File: src/rtl/timer_count_ctrl.sv
// Timer counter sequencer: decodes TCR, runs the prescaler and
// loads, increments or decrements TCNT with overflow/underflow pulses.
module timer_count_ctrl #(
    parameter int CNT_WIDTH = 8,
    parameter int PSC_WIDTH = 4
) (
    input  logic                 PCLK,
    input  logic                 PRESET,
    input  logic [CNT_WIDTH-1:0] TDR,
    input  logic [7:0]           TCR,
    output logic [CNT_WIDTH-1:0] TCNT,
    output logic                 TMR_OVF,
    output logic                 TMR_UDF,
    output logic                 CNT_ACTIVE
);

    typedef enum logic [1:0] {
        IDLE  = 2'd0,
        LOAD  = 2'd1,
        COUNT = 2'd2
    } state_e;

    state_e               state_q, state_d;
    logic [CNT_WIDTH-1:0] cnt_q, cnt_d;
    logic [PSC_WIDTH-1:0] psc_q, psc_d;
    logic [PSC_WIDTH-1:0] div_m1;
    logic [1:0]           cks_q;
    logic                 ovf_q, ovf_d;
    logic                 udf_q, udf_d;
    logic                 act_q;
    logic                 tick;
    logic                 cks_chg;

    logic                 tcr_load, tcr_dir, tcr_en;
    logic [1:0]           tcr_cks;
    logic                 unused_tcr;

    assign tcr_load   = TCR[7];
    assign tcr_dir    = TCR[5];
    assign tcr_en     = TCR[4];
    assign tcr_cks    = TCR[1:0];
    assign unused_tcr = ^{TCR[6], TCR[3:2]};

    always_comb begin
        div_m1 = PSC_WIDTH'(1);
        case (tcr_cks)
            2'b00:   div_m1 = PSC_WIDTH'(1);
            2'b01:   div_m1 = PSC_WIDTH'(3);
            2'b10:   div_m1 = PSC_WIDTH'(7);
            default: div_m1 = PSC_WIDTH'(15);
        endcase
    end

    // A divide change only restarts the prescaler once already counting.
    assign cks_chg = (state_q == COUNT) && (tcr_cks != cks_q);

    always_comb begin
        state_d = IDLE;
        if (tcr_load) begin
            state_d = LOAD;
        end else if (tcr_en) begin
            state_d = COUNT;
        end
    end

    always_comb begin
        cnt_d = cnt_q;
        psc_d = '0;
        ovf_d = 1'b0;
        udf_d = 1'b0;
        tick  = 1'b0;
        if (state_d == LOAD) begin
            cnt_d = TDR;
        end else if (state_d == COUNT) begin
            if (cks_chg) begin
                psc_d = '0;
            end else if (psc_q == div_m1) begin
                psc_d = '0;
                tick  = 1'b1;
            end else begin
                psc_d = psc_q + PSC_WIDTH'(1);
            end
        end
        if (tick) begin
            if (tcr_dir) begin
                cnt_d = cnt_q - CNT_WIDTH'(1);
                udf_d = (cnt_q == '0);
            end else begin
                cnt_d = cnt_q + CNT_WIDTH'(1);
                ovf_d = &cnt_q;
            end
        end
    end

    always_ff @(posedge PCLK) begin
        if (PRESET) begin
            state_q <= IDLE;
            cnt_q   <= '0;
            psc_q   <= '0;
            cks_q   <= 2'b00;
            ovf_q   <= 1'b0;
            udf_q   <= 1'b0;
            act_q   <= 1'b0;
        end else begin
            state_q <= state_d;
            cnt_q   <= cnt_d;
            psc_q   <= psc_d;
            cks_q   <= tcr_cks;
            ovf_q   <= ovf_d;
            udf_q   <= udf_d;
            act_q   <= (state_d == COUNT);
        end
    end

    assign TCNT       = cnt_q;
    assign TMR_OVF    = ovf_q;
    assign TMR_UDF    = udf_q;
    assign CNT_ACTIVE = act_q;

endmodule

File: config.mk
export PLATFORM = sky130hd
export DESIGN_NAME = timer_count_ctrl
export DESIGN_NICKNAME = d
export VERILOG_FILES = /design/src/rtl/timer_count_ctrl.sv
export SDC_FILE = /design/constraint.sdc
export NUM_CORES = 1
export LEC_CHECK = 0
export CAP_MARGIN = 20
export CORE_UTILIZATION = 43
export CTS_CLUSTER_SIZE = 10
export DETAILED_ROUTE_END_ITERATION = 16
export PLACE_DENSITY = 0.75
export REMOVE_ABC_BUFFERS = 1
export SETUP_SLACK_MARGIN = 0.5
export SYNTH_ARGS = -nofsm -noshare
export SYNTH_HDL_FRONTEND = slang
export SYNTH_SLANG_ARGS = --single-unit
export TNS_END_PERCENT = 1
File: constraint.sdc
create_clock -name PCLK -period 1.6 [get_ports PCLK]
set_input_delay 0.24 -clock PCLK [delete_from_list [all_inputs] [get_ports PCLK]]
set_output_delay 0.24 -clock PCLK [all_outputs]
set_load 0.03 [all_outputs]
==> flow_summary.toml, run 1 <==
[outcome]
run_status = "finished with violations"
violations = "negative setup slack"

[clock_tree]
htree_levels = 1
clock_tree_from_tritoncts = "built"
cts_max_path_buffers = 2
clkLatencyLatePin_ns = 0.29
path_clk_slew_ns = 0.10
ctsHoldBuffers = 0
cts_root_buffer = "sky130_fd_sc_hd__clkbuf_4"
cts_buffers = 3
clock_sinks = 18

[synth]
synth_area_sq_um = 1120
yosysTopAreaCell = "sky130_fd_sc_hd__dfxtp_1"
postSynthAreaPerCell_sq_um = 9.05
ys_seq_elements = 18
yosys-top-cells-area = "sky130_fd_sc_hd__dfxtp_1, sky130_fd_sc_hd__ha_1, sky130_fd_sc_hd__xnor2_1"
synth_cells = 124
synthFlopType = "sky130_fd_sc_hd__dfxtp_1"
synth-warning-count = 0
async_reset_ff_frac = 0
post-synth-top-count-cell = "sky130_fd_sc_hd__dfxtp_1"
synth_edf_count = 0
synth_sequential_area_ratio = 0.321
synth.cells.most_frequent = "sky130_fd_sc_hd__dfxtp_1, sky130_fd_sc_hd__nor2_1, sky130_fd_sc_hd__xnor2_1"
synth.distinct_cells = 43
synth_top_area_share = 0.321

[finish]
syn_to_final_growth_pct = 51.1
finalNetCount = 208
nFillCells = 218
drive_above_1_share = 0.361
final-seq-area_sq_um = 368
multi_input_combinational_cell_area_sq_um = 769
antenna_cells_inserted = 0
final_util = 0.684

[floorplan]
num_rows = 18
placeable_core_region_sq_um = 2480
start_util = 0.453
die_area_sq_um = 2820
number_of_placed_i_o_pins = 29
die_boundary_height_um = 53.1
dieWidth_um = 53.1

[timing]
setup_viol_count_final = 8
setup_slack_ns = -0.145
max_clock_freq_ghz = 0.573
finalCriticalPeriod_ns = 1.75
final-max-slew-violation-count = 0
report.final.hold_viol_count = 0
slew_headroom = 0.781
period_utilisation_layout = 1.09
fin_skew_ns = 0.0100
timing_worst_slew_pin_value_ns = 0.325
rsz0062_at_grt = "yes"
timing.setup.tns_ns = -0.680

[routing]
drcViolationCount = 0
detailedRoute.firstIterationViolations = 18
post_drt_via_cell_ratio = 5.51
number_of_vias_in_the_routed_layout = 1158
detail-route-antenna-nets = 0
route.final.wire_length_um = 2990
drt-wirelength-per-cell_um = 14.2
detailedRoute.firstPassIterationCount = 4

[power]
switching_power_uw = 309
totalPowerFinal_uw = 1030
combinationalPowerShare = 0.321
internal_power_of_the_cells_uw = 724
p_leak_uw = 0.000731
worst_voltage_drop_across_the_vdd_grid_mv = 0.454
power_frac_clock = 0.213
power.density_nw_per_um2 = 609
p_sw_frac = 0.299
sequentialPowerShare = 0.466

[grt]
largest_net_degree_at_the_start_of_global_routing = 12
overflow = 0
grt_first_pass_wirelength_um = 4970
grtUsageTotal = 0.246
grt_antenna_before_repair = 0
grt_pass1_vias = 1135

[job]
maxCapViolations = 0

[setup_path]
critPathRequiredTime_ns = 1.81
data_arrival_at_the_endpoint_of_the_critical_path_ns = 1.96
timing.critical_path.from_type = "flip-flop"
crit_fanout = 4
critical_path_class = "reg -> reg"
end_kind = "flip-flop"

[placed_design]
gpl.final_weighted_congestion = 0.768
dp_hpwl_um = 2330
io_buffer_count = 25

[min_path]
hold_path.class = "in -> reg"
per-stage QoR:
stage	worst slack, ns	std cells	hold slack (ns)	instance area (sq um)
finish	-0.145	210	0.467	1700
global route	-0.227	210	0.457	1700
CTS	-0.129	210	0.462	1670
detailed placement	-0.686	204	0.490	1600
global placement	-0.596	204	0.482	1600
floorplan	-0.303	122	0.305	1100
power groups by stage:
stage	Sequential (uW)	Clock, uW	Combinational (uW)
final	481	220	331
after global routing	484	253	360
after CTS	481	223	322
after detailed placement	492	0	316
after global placement	492	0	307
after floorplan	517	0	133
cell type report:
cell class	count	share of cell area
well taps	30	0.0221
multi-input cells	96	0.454
flip-flops and latches	18	0.217
clock buffers	3	0.0133
inverters	8	0.0177
repair buffers	55	0.276
worst max-delay path, cell delays in order, from the launching register on:
cell                       delay (ns)
sky130_fd_sc_hd__dfxtp_4         0.37
sky130_fd_sc_hd__nor4b_4         0.31
sky130_fd_sc_hd__o31ai_4         0.10
sky130_fd_sc_hd__a2111o_2        0.51
sky130_fd_sc_hd__xnor2_2         0.17
sky130_fd_sc_hd__a211oi_2        0.20
sequential cells by signal (all words and copies together) (netlist names):
signal and cells:
TCNT 8, TMR_OVF 1, TMR_UDF 1, cks_q 2
psc_q 4, state_q 2
worst paths after layout:
check	start	endpoint	slack [ns]	cells past startpoint
worst min register to register	psc_q[0]	psc_q[0]	0.50	1
worst max register to register	psc_q[3]	TCNT[0]	-0.15	5
worst max-delay path	psc_q[3]	TCNT[0]	-0.15	5
worst min-delay path	TCR[1]	cks_q[1]	0.47	2
kinds of logic after synthesis:
group                      Yosys count  share of synthesized area
buffers and inverters               10                     0.0424
and+or+nand+nor                     45                      0.221
adders and majority gates            8                     0.0959
AOI/OAI and AO/OA                   33                      0.240
DFF                                 18                      0.321
xor gates and xnor gates             9                     0.0702
muxes                                1                     0.0100
layout by cell type (no fill, tap or decap), types with 3 or more instances in the layout:
cell type	Yosys	final
sky130_fd_sc_hd__a211oi_2	2	4
sky130_fd_sc_hd__a21o_1	3	3
sky130_fd_sc_hd__a21oi_1	7	5
sky130_fd_sc_hd__a31oi_1	3	3
sky130_fd_sc_hd__buf_4	0	31
sky130_fd_sc_hd__buf_6	0	7
sky130_fd_sc_hd__clkbuf_4	0	3
sky130_fd_sc_hd__clkdlybuf4s50_1	0	11
sky130_fd_sc_hd__dfxtp_1	18	14
sky130_fd_sc_hd__dfxtp_2	0	3
sky130_fd_sc_hd__dlygate4sd2_1	0	3
sky130_fd_sc_hd__ha_1	7	7
sky130_fd_sc_hd__inv_1	7	7
sky130_fd_sc_hd__nand2_1	7	7
sky130_fd_sc_hd__nand2b_1	3	3
sky130_fd_sc_hd__nand3_1	6	5
sky130_fd_sc_hd__nor2_1	11	11
sky130_fd_sc_hd__nor2b_1	4	3
sky130_fd_sc_hd__nor3_1	4	3
sky130_fd_sc_hd__xnor2_1	8	7
metal layers:
metal / wire length, um / GRT usage / vias to the layer above
met5: 0 / 0 / -
met4: 36 / 0.101 / 0
met3: 118 / 0.0374 / 4
met2: 1550 / 0.447 / 30
met1: 1290 / 0.282 / 556
li1: - / - / 568
timing repair:
item	in CTS	in global routing
resized for setup	71	7
setup endpoints to repair	25	24
buffers inserted	3	0
pin swaps	11	0
endpoints found under the hold margin	0	0
Power figures use the tool's default switching activity.
==> run 2, diff against run 1 <==
--- a/config.mk
+++ b/config.mk
@@ -5,12 +5,11 @@
 export SDC_FILE = /design/constraint.sdc
 export NUM_CORES = 1
 export LEC_CHECK = 0
-export CAP_MARGIN = 20
+export CAP_MARGIN = 15
 export CORE_UTILIZATION = 43
 export CTS_CLUSTER_SIZE = 10
 export DETAILED_ROUTE_END_ITERATION = 16
 export PLACE_DENSITY = 0.75
-export REMOVE_ABC_BUFFERS = 1
 export SETUP_SLACK_MARGIN = 0.5
 export SYNTH_ARGS = -nofsm -noshare
 export SYNTH_HDL_FRONTEND = slang
==> run 2 against run 1 <==
The flow still finishes with violations (negative setup slack). Combinational power barely moved. Sequential cell count did not move. Core utilization fell by 0.71 points. Non-clock buffer count fell by 2. Count of clock-buffer cells in the layout rose by 1. Total power rose by 0.66%. Global-route usage fell by 2.5 points. Fmax rose by 0.24%. Critical path type unchanged.
==> flow_summary.toml, run 2 (same netlist as run 1, synthesis figures left out) <==
[outcome]
run_status = "finished with violations"
violations = "negative setup slack"

[timing]
rsz0062_at_grt = "yes"
final-max-slew-violation-count = 0
period_utilisation_layout = 1.09
setup_slack_ns = -0.141
slew_headroom = 0.741
fin_skew_ns = 0.00526
timing_worst_slew_pin_value_ns = 0.386
setup_viol_count_final = 8
max_clock_freq_ghz = 0.574
finalCriticalPeriod_ns = 1.74
report.final.hold_viol_count = 0

[routing]
detail-route-antenna-nets = 0
route.final.wire_length_um = 2970
drt-wirelength-per-cell_um = 14.2
detailedRoute.firstPassIterationCount = 4
post_drt_via_cell_ratio = 5.48
detailedRoute.firstIterationViolations = 23
drcViolationCount = 0
number_of_vias_in_the_routed_layout = 1145

[clock_tree]
clock_sinks = 18
ctsHoldBuffers = 0
htree_levels = 1
cts_max_path_buffers = 2
path_clk_slew_ns = 0.10
clock_tree_from_tritoncts = "built"
cts_buffers = 3
clkLatencyLatePin_ns = 0.29
cts_root_buffer = "sky130_fd_sc_hd__clkbuf_4"

[grt]
grt_pass1_vias = 1037
largest_net_degree_at_the_start_of_global_routing = 12
grt_first_pass_wirelength_um = 4490
grt_antenna_before_repair = 0
overflow = 0
grtUsageTotal = 0.221

[finish]
leading_cell_types_in_the_layout_fill_and_taps_excluded = "sky130_fd_sc_hd__buf_4, sky130_fd_sc_hd__dfxtp_1, sky130_fd_sc_hd__nor2_1, sky130_fd_sc_hd__clkdlybuf4s50_1, sky130_fd_sc_hd__buf_6"
syn_to_final_growth_pct = 49.5
nFillCells = 225
most_common_cell_after_layout_fill_and_taps_aside = "sky130_fd_sc_hd__buf_4"
fin_area_sq_um = 1680
drive_above_1_share = 0.341
antenna_cells_inserted = 0
finalNetCount = 206
final-seq-area_sq_um = 379
largest_reg_flops = 8
multi_input_combinational_cell_area_sq_um = 743

[setup_path]
max_stage_delay_ns = 0.53
worstSetupStartpoint = "psc_q[2]"
path_cells = "nor4b_4 > o31ai_2 > a2111o_2 > xnor2_1 > a211oi_2"
r2r-end = "TCNT[0]"
critical_path_class = "reg -> reg"
worstRegToRegCells = 5
critical_path.slowest_cell = "sky130_fd_sc_hd__a2111o_2"
end_kind = "flip-flop"
crit_fanout = 7
timing.critical_path.from_type = "flip-flop"
cp-endpoint = "TCNT[0]"
critPathRequiredTime_ns = 1.81
r2r_slack_ns = -0.14
r2r-start = "psc_q[2]"
data_arrival_at_the_endpoint_of_the_critical_path_ns = 1.95

[placed_design]
gpl.final_weighted_congestion = 0.809
dp_hpwl_um = 2310
io_buffer_count = 25
placement.cell_area_sq_um = 1620

[power]
totalPowerFinal_uw = 1040
p_leak_uw = 0.000716
power_frac_clock = 0.222
combinationalPowerShare = 0.317
switching_power_uw = 306
p_sw_frac = 0.295
power.density_nw_per_um2 = 620
worst_voltage_drop_across_the_vdd_grid_mv = 0.417
internal_power_of_the_cells_uw = 733
sequentialPowerShare = 0.461

[job]
maxCapViolations = 0

[min_path]
hold_path.class = "in -> reg"
hold_path.startpoint = "TCR[0]"

[floorplan]
die_area_sq_um = 2820
dieWidth_um = 53.1
num_rows = 18
die_boundary_height_um = 53.1
number_of_placed_i_o_pins = 29
start_util = 0.453
placeable_core_region_sq_um = 2480

[synth]
synth_fp_nets = 150
-- run 2: cell types whose count changed in the layout (fill, tap and decap cells not counted), sizes merged --
cell	before	now
buf	40	38
clkbuf	3	5
clkdlybuf4s18	1	0
-- run 2: what timing repair did --
action                                  in CTS  in global routing
endpoints found under the setup margin      25                 23
gates resized for setup                     74                  4
pin swaps                                    3                  1
hold endpoints to repair                     0                  0
setup buffers                                0                  1
-- run 2: power groups by stage --
| stage | sequential, uW | clock, uW | combinational (uW) |
|---|---|---|---|
| after floorplan | 517 | 0 | 145 |
| after global placement | 489 | 0 | 312 |
| after detailed placement | 490 | 0 | 321 |
| after CTS | 481 | 243 | 328 |
| after global routing | 482 | 265 | 357 |
| final | 479 | 231 | 329 |
-- run 2: cell type report --
cell class,instances,area share
Clock buffer,4,0.0157
Timing Repair Buffer,53,0.275
Multi-Input combinational cell,96,0.443
Inverter,8,0.0179
Tap cell,30,0.0224
Sequential cell,18,0.226
-- run 2: metrics by stage --
stage	hold slack, ns	utilization	std cells	TNS, ns	worst slack, ns
2_1_floorplan	0.312	-	124	-0.252	-0.0625
3_3_place_gp	0.530	0.656	204	-5.91	-0.609
3_5_place_dp	0.538	0.656	204	-6.59	-0.695
4_1_cts	0.436	0.669	208	-0.917	-0.158
5_1_grt	0.446	0.677	209	-1.61	-0.244
6_report	0.448	0.677	209	-0.890	-0.141
-- run 2: how the worst min path moves through the flow --
stage	endpoint	slack, ns	cells after the start
floorplan	cks_q[1]	0.31	1
CTS	cks_q[0]	0.44	2
finish	cks_q[0]	0.45	2
detailed placement	psc_q[0]	0.54	2
global placement	psc_q[0]	0.53	2
global route	cks_q[0]	0.45	2
-- run 2: critical path, delay by kind of cell (launching register included) --
kind | cells | cell delay [ns]
compound gates | 3 | 0.86
xor+xnor | 1 | 0.17
flops | 1 | 0.38
simple gates | 1 | 0.26
-- run 2: routing by layer --
layer  GRT usage  part of all wire  wire length [um]  vias up
met5           0                 0                 0        -
met4      0.0921            0.0057                17        0
met3      0.0201             0.033                99        2
met2       0.392              0.50              1490       22
met1       0.269              0.46              1360      553
li1            -                 -                 -      568
